[src/rtl/uart_tx_mmio_pkg.sv]
// Shared definitions for the memory-mapped UART transmitter: bus widths,
// register offsets, STATUS bit positions and FSM state encodings.
package uart_tx_mmio_pkg;

   localparam int BUS_AW = 32;
   localparam int BUS_DW = 32;

   localparam logic [1:0] REG_TXDATA  = 2'd0;
   localparam logic [1:0] REG_STATUS  = 2'd1;
   localparam logic [1:0] REG_DIVISOR = 2'd2;
   localparam logic [1:0] REG_RSVD    = 2'd3;

   localparam int STAT_BUSY  = 0;
   localparam int STAT_FULL  = 1;
   localparam int STAT_EMPTY = 2;
   localparam int STAT_OVF   = 3;

   localparam logic [1:0] ST_IDLE  = 2'd0;
   localparam logic [1:0] ST_START = 2'd1;
   localparam logic [1:0] ST_DATA  = 2'd2;
   localparam logic [1:0] ST_STOP  = 2'd3;

   // A divisor of zero would never end a bit, so it is clamped to one clock.
   function automatic logic [15:0] eff_div(input logic [15:0] d);
      return (d == 16'd0) ? 16'd1 : d;
   endfunction

endpackage

[src/rtl/uart_tx_mmio_if.sv]
// Data-RAM style bus into the UART transmitter register block.
interface uart_tx_mmio_if;
   import uart_tx_mmio_pkg::*;

   logic              ce;
   logic              we;
   logic [BUS_AW-1:0] addr;
   logic [BUS_DW-1:0] data_i;
   logic [BUS_DW-1:0] data_o;

   modport master (output ce, output we, output addr, output data_i, input data_o);
   modport slave  (input ce, input we, input addr, input data_i, output data_o);

endinterface

[src/rtl/uart_tx_mmio_sync_fifo.sv]
// Single-clock FIFO feeding the UART transmitter; depth must be a power of two.
module sync_fifo #(
   parameter int DEPTH = 4,
   parameter int WIDTH = 8
) (
   input  logic             clk,
   input  logic             rst,
   input  logic             push,
   input  logic             pop,
   input  logic [WIDTH-1:0] din,
   output logic [WIDTH-1:0] dout,
   output logic             full,
   output logic             empty
);

   localparam int AW = $clog2(DEPTH);
   localparam int CW = AW + 1;

   logic [WIDTH-1:0] mem [DEPTH];
   logic [AW-1:0]    wr_ptr;
   logic [AW-1:0]    rd_ptr;
   logic [CW-1:0]    count;
   logic             do_push;
   logic             do_pop;

   assign full    = (count == CW'(DEPTH));
   assign empty   = (count == '0);
   assign do_push = push && !full;
   assign do_pop  = pop && !empty;
   assign dout    = mem[rd_ptr];

   always_ff @(posedge clk or posedge rst) begin
      if (rst) begin
         wr_ptr <= '0;
         rd_ptr <= '0;
         count  <= '0;
      end else begin
         if (do_push) wr_ptr <= wr_ptr + AW'(1);
         if (do_pop)  rd_ptr <= rd_ptr + AW'(1);
         case ({do_push, do_pop})
            2'b10:   count <= count + CW'(1);
            2'b01:   count <= count - CW'(1);
            default: count <= count;
         endcase
      end
   end

   always_ff @(posedge clk) begin
      if (do_push) mem[wr_ptr] <= din;
   end

endmodule

[src/rtl/uart_tx_mmio.sv]
// Memory-mapped 8N1 UART transmitter: TXDATA/STATUS/DIVISOR registers,
// a TX FIFO and the bit-timing FSM driving a registered serial line.
module uart_tx_mmio
   import uart_tx_mmio_pkg::*;
#(
   parameter int FIFO_DEPTH  = 4,
   parameter int DEFAULT_DIV = 434
) (
   input  logic          clk,
   input  logic          rst,
   uart_tx_mmio_if.slave bus,
   output logic          tx,
   output logic          irq
);

   logic [1:0]  state;
   logic [15:0] cnt;
   logic [15:0] bit_time;
   logic [2:0]  bit_idx;
   logic [7:0]  shreg;
   logic        tx_q;
   logic [15:0] divisor;
   logic        overflow;

   logic        wr_acc;
   logic        rd_acc;
   logic [1:0]  reg_sel;
   logic        fifo_push;
   logic        fifo_pop;
   logic        fifo_full;
   logic        fifo_empty;
   logic [7:0]  fifo_dout;
   logic        busy;
   logic        bit_end;
   logic [BUS_DW-1:0] rdata;
   logic        unused_bits;

   assign wr_acc  = bus.ce && bus.we;
   assign rd_acc  = bus.ce && !bus.we;
   assign reg_sel = bus.addr[3:2];
   assign unused_bits = ^{bus.addr[BUS_AW-1:4], bus.addr[1:0], bus.data_i[BUS_DW-1:16]};

   // full is the pre-edge value, so a pop in the same cycle never admits the push.
   assign fifo_push = wr_acc && (reg_sel == REG_TXDATA) && !fifo_full;
   assign fifo_pop  = (state == ST_IDLE) && !fifo_empty;
   assign busy      = (state != ST_IDLE);
   assign bit_end   = (cnt == bit_time - 16'd1);

   sync_fifo #(
      .DEPTH (FIFO_DEPTH),
      .WIDTH (8)
   ) u_fifo (
      .clk   (clk),
      .rst   (rst),
      .push  (fifo_push),
      .pop   (fifo_pop),
      .din   (bus.data_i[7:0]),
      .dout  (fifo_dout),
      .full  (fifo_full),
      .empty (fifo_empty)
   );

   always_ff @(posedge clk or posedge rst) begin
      if (rst) begin
         divisor  <= 16'(DEFAULT_DIV);
         overflow <= 1'b0;
      end else begin
         if (wr_acc && (reg_sel == REG_DIVISOR)) divisor <= bus.data_i[15:0];
         if (wr_acc && (reg_sel == REG_TXDATA) && fifo_full) overflow <= 1'b1;
         else if (wr_acc && (reg_sel == REG_STATUS)) overflow <= 1'b0;
      end
   end

   // Bit timing is frozen at frame start so DIVISOR writes only affect later frames.
   always_ff @(posedge clk or posedge rst) begin
      if (rst) begin
         state    <= ST_IDLE;
         cnt      <= '0;
         bit_time <= 16'd1;
         bit_idx  <= '0;
         tx_q     <= 1'b1;
      end else begin
         unique case (state)
            ST_IDLE: begin
               if (!fifo_empty) begin
                  state    <= ST_START;
                  bit_time <= eff_div(divisor);
                  cnt      <= '0;
                  tx_q     <= 1'b0;
               end
            end
            ST_START: begin
               if (bit_end) begin
                  state   <= ST_DATA;
                  cnt     <= '0;
                  bit_idx <= '0;
                  tx_q    <= shreg[0];
               end else begin
                  cnt <= cnt + 16'd1;
               end
            end
            ST_DATA: begin
               if (bit_end) begin
                  cnt <= '0;
                  if (bit_idx == 3'd7) begin
                     state <= ST_STOP;
                     tx_q  <= 1'b1;
                  end else begin
                     bit_idx <= bit_idx + 3'd1;
                     tx_q    <= shreg[bit_idx + 3'd1];
                  end
               end else begin
                  cnt <= cnt + 16'd1;
               end
            end
            ST_STOP: begin
               if (bit_end) begin
                  state <= ST_IDLE;
                  cnt   <= '0;
               end else begin
                  cnt <= cnt + 16'd1;
               end
            end
            default: begin
               state <= ST_IDLE;
               tx_q  <= 1'b1;
            end
         endcase
      end
   end

   always_ff @(posedge clk) begin
      if (fifo_pop) shreg <= fifo_dout;
   end

   always_comb begin
      rdata = '0;
      if (rd_acc) begin
         unique case (reg_sel)
            REG_STATUS: begin
               rdata[STAT_BUSY]  = busy;
               rdata[STAT_FULL]  = fifo_full;
               rdata[STAT_EMPTY] = fifo_empty;
               rdata[STAT_OVF]   = overflow;
            end
            REG_DIVISOR:          rdata[15:0] = divisor;
            REG_TXDATA, REG_RSVD: rdata = '0;
            default:              rdata = '0;
         endcase
      end
   end

   assign bus.data_o = rdata;
   assign tx         = tx_q;
   assign irq        = fifo_empty && !busy;

endmodule

[src/flat_wrapper.sv]
// flat-port wrapper written by rule: the top's interface ports become plain ports
module uart_tx_mmio_flat import uart_tx_mmio_pkg::*;
#(
   parameter int FIFO_DEPTH  = 4,
   parameter int DEFAULT_DIV = 434
)
  (clk, rst, tx, irq, bus_ce, bus_we, bus_addr, bus_data_i, bus_data_o);
  uart_tx_mmio_if bus_i ();
  input  logic clk;
  input  logic rst;
  output logic tx;
  output logic irq;
  input wire logic [$bits(bus_i.ce)-1:0] bus_ce;
  input wire logic [$bits(bus_i.we)-1:0] bus_we;
  input wire logic [$bits(bus_i.addr)-1:0] bus_addr;
  input wire logic [$bits(bus_i.data_i)-1:0] bus_data_i;
  output wire logic [$bits(bus_i.data_o)-1:0] bus_data_o;
  assign bus_i.ce = bus_ce;
  assign bus_i.we = bus_we;
  assign bus_i.addr = bus_addr;
  assign bus_i.data_i = bus_data_i;
  assign bus_data_o = bus_i.data_o;
  uart_tx_mmio #(.FIFO_DEPTH(FIFO_DEPTH), .DEFAULT_DIV(DEFAULT_DIV)) u_core (.clk(clk), .rst(rst), .bus(bus_i), .tx(tx), .irq(irq));
endmodule
[config.mk]
export PLATFORM = sky130hd
export DESIGN_NAME = uart_tx_mmio_flat
export DESIGN_NICKNAME = d
export VERILOG_FILES = /design/src/rtl/uart_tx_mmio_pkg.sv /design/src/rtl/uart_tx_mmio_if.sv /design/src/rtl/uart_tx_mmio_sync_fifo.sv /design/src/rtl/uart_tx_mmio.sv /design/src/flat_wrapper.sv
export SDC_FILE = /design/constraint.sdc
export NUM_CORES = 1
export LEC_CHECK = 0
export ABC_CLOCK_PERIOD_IN_PS = 2820
export CAP_MARGIN = 15
export CORE_MARGIN = 3
export CORE_UTILIZATION = 42
export DETAILED_ROUTE_END_ITERATION = 16
export GPL_ROUTABILITY_DRIVEN = 0
export PLACE_DENSITY_LB_ADDON = 0.05
export REMOVE_ABC_BUFFERS = 1
export SETUP_SLACK_MARGIN = 0.3
export SLEW_MARGIN = 10
export SYNTH_ARGS = -nofsm -noshare
export SYNTH_HDL_FRONTEND = slang
export SYNTH_SLANG_ARGS = --single-unit
[constraint.sdc]
create_clock -name clk -period 2.82 [get_ports clk]
set_input_delay 0.282 -clock clk [delete_from_list [all_inputs] [get_ports clk]]
set_output_delay 0.282 -clock clk [all_outputs]
set_load 0.01 [all_outputs]
==> results.json <==
{
  "netSwitchingPower_w": 0.002306,
  "globalRoute.totalOverflow": 0,
  "fin_crit_ps": 2773,
  "placed_cells_incl_taps": 704,
  "rr_startpoint": "u_core.bit_time[1]",
  "worst_setup_path_startpoint": "u_core.bit_time[1]",
  "pwr-share-clk": 0.197,
  "path_class": "flip-flop to flip-flop",
  "synth_compound_area_frac": 0.09152,
  "initial_core_util": 0.4370,
  "multi_input_area_sq_um": 2505,
  "synth_xor_xnor_area_share": 0.03922,
  "filler_cell_count": 1101,
  "drc_errors": 0,
  "hold_path_class": "primary input to async pin",
  "die_x_extent_um": 119.0,
  "synth-edff-count": 40,
  "tritoncts": "built",
  "grt_max_degree": 38,
  "power.leakage_nw": 2.830,
  "diodes": 0,
  "fmaxAchievable_mhz": 360.6,
  "post-route-period-util": 0.9834,
  "tightest_hold_margin_ps": 313.6,
  "area_share_of_the_largest_cell_type_after_synthesis": 0.2568,
  "insertion_delay_ps": 350,
  "synth.ff_latch_count": 102,
  "irDropWorstVdd_mv": 0.4544,
  "portion_of_the_post_synthesis_area_used_by_sequential_elements": 0.5153,
  "clkSlewWorstSetupHoldPaths_ps": 70,
  "wire_per_inst_um": 15.27,
  "io_pins": 102,
  "dominantRegCellSynth": "sky130_fd_sc_hd__dfrtp_1",
  "ys_top_cells_by_area": "sky130_fd_sc_hd__dfrtp_1 (26%), sky130_fd_sc_hd__edfxtp_1 (22%), sky130_fd_sc_hd__mux4_2 (4.2%), sky130_fd_sc_hd__nand2_1 (4.1%), sky130_fd_sc_hd__mux2_2 (3.8%)",
  "most_frequent_cells_in_the_layout": "sky130_fd_sc_hd__nand2_1 (55), sky130_fd_sc_hd__buf_4 (55), sky130_fd_sc_hd__dfrtp_1 (52)",
  "timing_worst_slew_pin_value_ps": 600.2,
  "finish.net_count": 643,
  "area_growth_pct": 26.59,
  "area_of_the_die_sq_um": 14150,
  "quantity_of_i_o_buffers_inserted_on_ports": 39,
  "synth-adder-area-share": 0.03642,
  "floorplan.rows": 40,
  "vias": 3749,
  "report.final.hold_viol_count": 0,
  "critical_path.max_fanout": 15,
  "cts_max_path_buffers": 2,
  "dominant_combinational_cell_family_by_area_after_synthesis": "simple AND/OR/NAND/NOR gates",
  "critPathArrivalTime_ps": 3000,
  "synth-async-reset-ratio": 0.6078,
  "status": "complete, no violations",
  "post_synth_and_or_nand_nor_area_fraction": 0.1777,
  "drt_first_iter_violations": 175,
  "internal_power_w": 0.004127,
  "drive_gt1_frac": 0.2779,
  "post-synth-top-area-cell": "sky130_fd_sc_hd__dfrtp_1",
  "post_drt_via_cell_ratio": 5.115,
  "groute.usage.overall": 0.1654,
  "initial_antenna_violation_count": 0,
  "clock-skew-final_ps": 4.638,
  "wirelength_um": 11190,
  "critPathLaunchType": "flip-flop",
  "timing.final.setup_violations": 0,
  "power_density_nw_per_um2": 948.2,
  "syn_area_sq_um": 5359,
  "worstPathRequired_ps": 3050,
  "layout.cells.non_filler": 733,
  "yosysWarningCount": 0,
  "rsz0062_at_grt": "true",
  "final_max_slew_viol_count": 0,
  "register_area_sq_um": 2765,
  "cts.hold.buffers_added": 0,
  "switching_share": 0.3585,
  "dr.pass1.iters": 6,
  "cts.sink_count": 102,
  "worstSetupEndpointType": "flip-flop",
  "cts_made_buffers": 9,
  "post_synth_mux_area_share": 0.08569,
  "total_power_w": 0.006433,
  "power_share_of_the_sequential_group": 0.355,
  "synth.distinct_cells": 62,
  "synth_cells": 465,
  "final_antenna_net_count": 0,
  "first_global_vias": 3641,
  "clk_root_buffer_cell": "sky130_fd_sc_hd__clkbuf_16",
  "h_tree_levels": 3,
  "hpwlAfterDp_um": 8239,
  "share_of_total_power_in_combinational_logic": 0.448,
  "max_cap_violations": 0,
  "core_sq_um": 12260,
  "die_y_um": 119.0,
  "max-slew-margin-rel": 0.5999,
  "grt_pass1_wl_um": 18590,
  "synth_area_per_cell_sq_um": 11.52
}
-- timing repair --
item / 4_1_cts / 5_1_grt
resized for setup: 26 / 16
setup endpoints to repair: 22 / 23
pin swaps: 7 / 12
buffers inserted: 12 / 1
-- state kept, by name, indices dropped and copies added (netlist names) --
register              flops
u_core.u_fifo.mem        32
u_core.bit_time          16
u_core.cnt               16
u_core.divisor           16
u_core.shreg              8
u_core.bit_idx            3
u_core.u_fifo.count       3
u_core.state              2
u_core.u_fifo.rd_ptr      2
u_core.u_fifo.wr_ptr      2
u_core.overflow           1
u_core.tx                 1
-- routing by layer --
layer  track usage  up-vias  routed length [um]
met3       0.04321       12                 434
met5             0        -                   0
met4       0.04345        0                 123
li1              -     1840                   -
met1        0.2274     1806                5306
met2        0.2615       91                5326
-- final timing paths --
check	depth (start not counted)	slack, ps	to
max in group asynchronous	3	1820	u_core.tx
worst max register to register	13	50	u_core.cnt[0]
worst min-delay path	2	310	u_core.divisor[11]
worst min register to register	2	500	u_core.bit_idx[2]
worst max-delay path	13	50	u_core.cnt[0]
min in group clk	2	500	u_core.bit_idx[2]
-- metrics by stage --
step / worst slack (ps) / area [sq um] / setup TNS [ps] / utilization
floorplan: -18.52 / 5204 / -18.52 / -
global placement: -206.6 / 6192 / -2152 / 0.5050
detailed placement: -261.8 / 6192 / -3058 / 0.5050
CTS: 52.23 / 6715 / 0 / 0.5477
global route: -65.49 / 6784 / -336.9 / 0.5533
finish: 46.72 / 6784 / 0 / 0.5533
-- cell families after synthesis --
group | count (synthesis)
and+or+nand+nor | 168
DFF | 102
AOI/OAI and AO/OA | 71
buffers and inverters | 53
muxes | 31
xor gates and xnor gates | 24
adders and majority gates | 15
other | 1
-- Yosys cell counts (all sizes together) (2+ instances only) --
library cell / n
a21oi: 16
a22o: 5
a22oi: 5
a311o: 2
a31oi: 11
and2: 17
and3: 9
buf: 23
clkbuf: 10
dfrtp: 55
dfstp: 7
edfxtp: 40
ha: 14
inv: 20
mux2: 19
mux2i: 2
mux4: 10
nand2: 59
nand2b: 8
nand3: 9
nand4: 4
nor2: 15
nor2b: 4
nor3: 14
nor3b: 3
nor4: 11
o21ai: 17
o22ai: 2
o311ai: 2
or2: 2
or2b: 6
or3b: 2
or4: 4
xnor2: 14
xor2: 10
-- worst max-delay path, cell delays in order (launching register included) --
cell	delay (ps)
sky130_fd_sc_hd__dfrtp_1	410
sky130_fd_sc_hd__inv_2	90
sky130_fd_sc_hd__ha_4	140
sky130_fd_sc_hd__or3b_4	410
sky130_fd_sc_hd__buf_6	130
sky130_fd_sc_hd__nor4_4	190
sky130_fd_sc_hd__o211a_1	200
sky130_fd_sc_hd__o22ai_2	110
sky130_fd_sc_hd__nor4_4	210
sky130_fd_sc_hd__buf_4	180
sky130_fd_sc_hd__nor3_4	50
sky130_fd_sc_hd__buf_12	150
sky130_fd_sc_hd__buf_4	140
sky130_fd_sc_hd__mux2_2	250
-- area by class of cell --
cell class,count,share of cell area
Clock buffer,10,0.03375
Timing Repair Buffer,102,0.1356
Sequential cell,102,0.4076
Multi-Input combinational cell,325,0.3692
Inverter,20,0.01107
Tap cell,168,0.03098
Clock inverter,6,0.01180
-- power by group through the flow --
stage	clock network [W]	logic (W)	registers [W]
2_1_floorplan	0	0.00157	0.00227
3_3_place_gp	0	0.00244	0.00231
3_5_place_dp	0	0.00250	0.00232
4_1_cts	0.00132	0.00280	0.00229
5_1_grt	0.00137	0.00317	0.00234
6_report	0.00127	0.00288	0.00229
No activity file was read; power rests on OpenSTA's default activity.
